File: config.mk
export PLATFORM = sky130hd
export DESIGN_NAME = rf_param
export DESIGN_NICKNAME = d
export VERILOG_FILES = /design/src/rtl/rf_param.sv
export SDC_FILE = /design/constraint.sdc
export NUM_CORES = 1
export LEC_CHECK = 0
export BUFFER_PORTS_ARGS = -buffer_cell sky130_fd_sc_hd__buf_2
export CORE_MARGIN = 4
export CORE_UTILIZATION = 40
export CTS_CLUSTER_SIZE = 12
export DETAILED_ROUTE_END_ITERATION = 10
export GPL_ROUTABILITY_DRIVEN = 0
export PLACE_DENSITY = 0.61
export SLEW_MARGIN = 20
export SYNTH_ARGS = -nofsm -noshare
export SYNTH_HDL_FRONTEND = slang
export SYNTH_SLANG_ARGS = --single-unit
File: constraint.sdc
create_clock -name clock -period 9.8 [get_ports clock]
set_input_delay 0.49 -clock clock [delete_from_list [all_inputs] [get_ports clock]]
set_output_delay 0.49 -clock clock [all_outputs]
set_load 0.03 [all_outputs]
File: src/rtl/rf_param.sv
// Parametrised dual-read, single-write register file with a swept synchronous clear,
// write-first bypass and an optional hardwired-zero entry 0.
module rf_param #(
   parameter int unsigned DATA_WIDTH = 32,
   parameter int unsigned ADDR_WIDTH = 5,
   parameter int unsigned ZERO_REG   = 1
) (
   input  logic                  clock,
   input  logic                  reset,
   input  logic                  read_enabled,
   input  logic [ADDR_WIDTH-1:0] read_addr_s,
   input  logic [ADDR_WIDTH-1:0] read_addr_t,
   input  logic                  write_enabled,
   input  logic [ADDR_WIDTH-1:0] write_addr,
   input  logic [DATA_WIDTH-1:0] write_data,
   output logic [DATA_WIDTH-1:0] outA,
   output logic [DATA_WIDTH-1:0] outB,
   output logic                  busy
);

   localparam int unsigned           DEPTH    = 1 << ADDR_WIDTH;
   localparam logic [ADDR_WIDTH-1:0] LAST_IDX = ADDR_WIDTH'(DEPTH - 1);

   typedef enum logic {
      CLEAR = 1'b0,
      READY = 1'b1
   } state_t;

   state_t                  state;
   state_t                  next_state;
   logic [DATA_WIDTH-1:0]   mem [DEPTH];
   logic [ADDR_WIDTH-1:0]   clr_idx;
   logic                    clr_en;
   logic                    wr_en;
   logic                    rd_en;
   logic                    busy_nxt;
   logic                    zero_a;
   logic                    zero_b;
   logic                    zero_w;
   logic [DATA_WIDTH-1:0]   rd_a;
   logic [DATA_WIDTH-1:0]   rd_b;

   // State register
   always_ff @(posedge clock) begin
      if (reset) begin
         state <= CLEAR;
      end else begin
         state <= next_state;
      end
   end

   // Next-state logic: the sweep ends on the edge that clears the last entry
   always_comb begin
      next_state = state;
      case (state)
         CLEAR:   if (clr_idx == LAST_IDX) next_state = READY;
         READY:   next_state = READY;
         default: next_state = CLEAR;
      endcase
   end

   // Output/control decode; port requests are only honoured in READY
   always_comb begin
      clr_en   = 1'b0;
      wr_en    = 1'b0;
      rd_en    = 1'b0;
      busy_nxt = 1'b0;
      case (state)
         CLEAR: begin
            clr_en   = 1'b1;
            busy_nxt = (clr_idx != LAST_IDX);
         end
         READY: begin
            wr_en = write_enabled && !zero_w;
            rd_en = read_enabled;
         end
         default: begin
            clr_en   = 1'b1;
            busy_nxt = 1'b1;
         end
      endcase
   end

   // Read muxes: pre-write array value, write-first bypass, zero entry overrides both
   always_comb begin
      zero_w = (ZERO_REG != 0) && (write_addr == '0);
      zero_a = (ZERO_REG != 0) && (read_addr_s == '0);
      zero_b = (ZERO_REG != 0) && (read_addr_t == '0);

      rd_a = mem[read_addr_s];
      if (write_enabled && (write_addr == read_addr_s)) rd_a = write_data;
      if (zero_a) rd_a = '0;

      rd_b = mem[read_addr_t];
      if (write_enabled && (write_addr == read_addr_t)) rd_b = write_data;
      if (zero_b) rd_b = '0;
   end

   // Sweep counter, busy flag and registered operands
   always_ff @(posedge clock) begin
      if (reset) begin
         clr_idx <= '0;
         busy    <= 1'b1;
         outA    <= '0;
         outB    <= '0;
      end else begin
         busy <= busy_nxt;
         if (clr_en && (clr_idx != LAST_IDX)) clr_idx <= clr_idx + ADDR_WIDTH'(1);
         if (clr_en) begin
            outA <= '0;
            outB <= '0;
         end else if (rd_en) begin
            outA <= rd_a;
            outB <= rd_b;
         end
      end
   end

   // Storage array; no reset, contents are cleared by the sweep instead
   always_ff @(posedge clock) begin
      if (!reset) begin
         if (clr_en) begin
            mem[clr_idx] <= '0;
         end else if (wr_en) begin
            mem[write_addr] <= write_data;
         end
      end
   end

endmodule
==> impl_metrics.toml <==
[run_status]
status = "completed"

[logic_synthesis]
synth_edf_count = 1024
syn_avg_cell_area_um2 = 16.9
syn_inst = 3036
synth.distinct_cells = 61
ys_seq_area_frac = 0.626
netlist_area_um2 = 51400
synthFlopType = "edfxtp_1"
async_flop_share = 0
yosys_warnings = 0
synth_nets = 3089
ys_ff_latch = 1095

[clocking]
clkTransAtPathRegs_ns = 0.06
cts_made_buffers = 112
root_buffer = "clkbuf_16"
cts_tree = "done"
cts_max_level = 3
cts_setup_buffers = 0
clock_path_buffers = 3
clkLatencyLatePin_ns = 0.71
cts.sinks = 1095
holdBufCountCts = 0
cts-resized-gates = 0

[flow_run]
cap_violations = 0

[power_and_ir_drop]
vdd_ir_drop_max_mv = 0.151
p_total_uw = 9910
cellLeakagePower_uw = 0.0172
powerDensity_nw_per_um2 = 173

[route]
drc_errors = 0
via_count = 33100
first_iter_violations = 5031
drt_first_pass_iters = 8
via_per_inst = 6.81
detail-route-antenna-nets = 0
wire_per_inst_um = 37.0
wl_um = 180000

[critical_path]
timing.rr.start = "state$_SDFF_PP0_"
path_class = "register to register"
path_cells = "nor2b_1 > buf_4 > o211a_4 > a32oi_2 > nor2_4 > buf_4"
worst_setup_path_startpoint = "state$_SDFF_PP0_"
critical_path.max_fanout = 40
slowest_delay_ns = 0.86
critPathLaunchType = "register"
cp.arrival_ns = 4.56
end_kind = "register"
cp.required_ns = 10.13
cpMostUsedCell = "buf_4"
cp_slowest_cell = "nor2_4"

[floorplan]
die-width_um = 366
initial_core_util = 0.403
ios = 116
fp.dieH_um = 366
rows = 131
core_area_um2 = 128000
die_area_um2 = 134000

[timing]
slew-limit-headroom = 0.223
fin_skew_ns = 0.0200
finalSetupViolCount = 0
timing.final.crit_period_ns = 4.23
max_freq_mhz = 236
worstMarginPinSlew_ns = 1.17
period_share = 0.432
slew_viol_final = 0
hold_viol = 0
timing.setup.tns_ns = 0
rsz0062_at_grt = "no"

[min_path]
holdCritStartpoint = "reset"
hold_path.class = "input pin to register"

[grt]
grt-ovfl-total = 0
grt_pass1_wl_um = 250000
antenna_found_initial = 14
grt_max_degree = 127
grtUsageTotal = 0.260
grt_pass1_vias = 32400

[placed_design]
io_buffers = 115
hpwl_um = 104000

[final_layout]
drive_gt1_frac = 0.279
fin_nets = 3152
area_growth_pct = 11.8
final_common_cell = "edfxtp_1"
final_cell_mix = "edfxtp_1, mux2i_1, mux4_2, o22ai_1, mux2_2"
-- kinds of logic (layout without fill, tap and decap cells) --
family                     Yosys count  after routing  share of synthesized area
AOI/OAI and AO/OA                  626            626                     0.0924
xor gates and xnor gates            13             13                    0.00222
adders and majority gates            2              2                   0.000487
buffers and inverters              258            413                     0.0248
DFF                               1095           1095                      0.626
muxes                              756            756                      0.222
other                                0              6                          0
and+or+nand+nor                    286            286                     0.0316
-- routing by layer --
metal / routed length, um / up-vias / track usage
li1: - / 12900 / -
met1: 72600 / 17200 / 0.381
met2: 76200 / 2561 / 0.376
met3: 24800 / 409 / 0.0758
met4: 5920 / 8 / 0.0770
met5: 63 / - / 0
-- synthesized netlist by cell type, drive strengths merged, types with 2 or more instances --
| library cell | count | share of area |
|---|---|---|
| a211oi | 48 | 0.0070 |
| mux4 | 294 | 0.13 |
| o21ai | 49 | 0.0050 |
| xor2 | 11 | 0.0019 |
| o221ai | 22 | 0.0038 |
| a22o | 25 | 0.0043 |
| o22ai | 244 | 0.030 |
| a21oi | 16 | 0.0016 |
| xnor2 | 2 | 0.00034 |
| nand4b | 3 | 0.00051 |
| nor2b | 34 | 0.0041 |
| a21o | 11 | 0.0016 |
| nand2 | 24 | 0.0018 |
| a32o | 6 | 0.0012 |
| a32oi | 3 | 0.00080 |
| o41ai | 31 | 0.0097 |
| and2 | 38 | 0.0046 |
| nand3 | 2 | 0.00019 |
| a2111oi | 30 | 0.0051 |
| o2bb2ai | 9 | 0.0015 |
| nand2b | 10 | 0.0012 |
| or3 | 2 | 0.00024 |
| buf | 143 | 0.016 |
| o22a | 32 | 0.0055 |
| inv | 4 | 0.00029 |
| or2 | 31 | 0.0038 |
| nor3 | 39 | 0.0038 |
| o21bai | 5 | 0.00073 |
| dfxtp | 71 | 0.028 |
| mux2i | 333 | 0.065 |
| a22oi | 78 | 0.011 |
| nand3b | 34 | 0.0050 |
| a31oi | 3 | 0.00095 |
| edfxtp | 1024 | 0.60 |
| clkbuf | 111 | 0.0081 |
| ha | 2 | 0.00049 |
| a211o | 10 | 0.0017 |
| nand4 | 3 | 0.00037 |
| or3b | 2 | 0.00034 |
| nor4 | 6 | 0.0010 |
| mux2 | 129 | 0.028 |
| nor2 | 54 | 0.0039 |
-- power by group --
part           total, uW  internal (uW)  switching (uW)
Clock               4150           2340            1820
Sequential          5090           5070            16.9
Combinational        669            254             416
-- worst paths after layout --
kind / end / slack [ns] / cells past startpoint
setup / recovery: mem[18][21]$_DFFE_PP_ / 5.57 / 6
hold / removal: clr_idx[1]$_SDFFE_PP0P_ / 0.09 / 2
setup reg to reg: mem[18][21]$_DFFE_PP_ / 5.57 / 6
hold reg to reg: outA[10]$_SDFFE_PP0P_ / 0.58 / 2
-- layout make-up --
class	count	area, um^2
fill	11000	70100
sequential	1095	32200
multi-input combinational	1683	18300
clock buffer	174	3270
tap	1662	2080
timing repair buffer	203	1320
clock inverter	32	253
inverter	4	15.0
antenna	6	15.0
-- sequential cells by signal (all words and copies together) (netlist names) --
name     cells
mem       1024
outA        32
outB        32
clr_idx      5
busy         1
state        1
-- worst max-delay path: cells and delay by family (launching register included) --
| family | cells | cell delay (ns) |
|---|---|---|
| buffers and inverters | 2 | 0.89 |
| AOI/OAI and AO/OA | 2 | 1.32 |
| DFF | 1 | 0.54 |
| and+or+nand+nor | 2 | 1.06 |
-- through the flow --
stage	setup slack, ns	hold WS [ns]	instances	util	instance area [um^2]
3_5_place_dp	5.64	0.543	4646	0.422	53800
2_1_floorplan	6.17	0.504	3036	-	51400
3_3_place_gp	5.68	0.547	4646	0.422	53800
6_report	5.57	0.0935	4859	0.450	57400
5_1_grt	5.58	0.105	4853	0.450	57400
4_1_cts	5.70	0.0603	4852	0.450	57400
No activity file was read; power rests on OpenSTA's default activity.
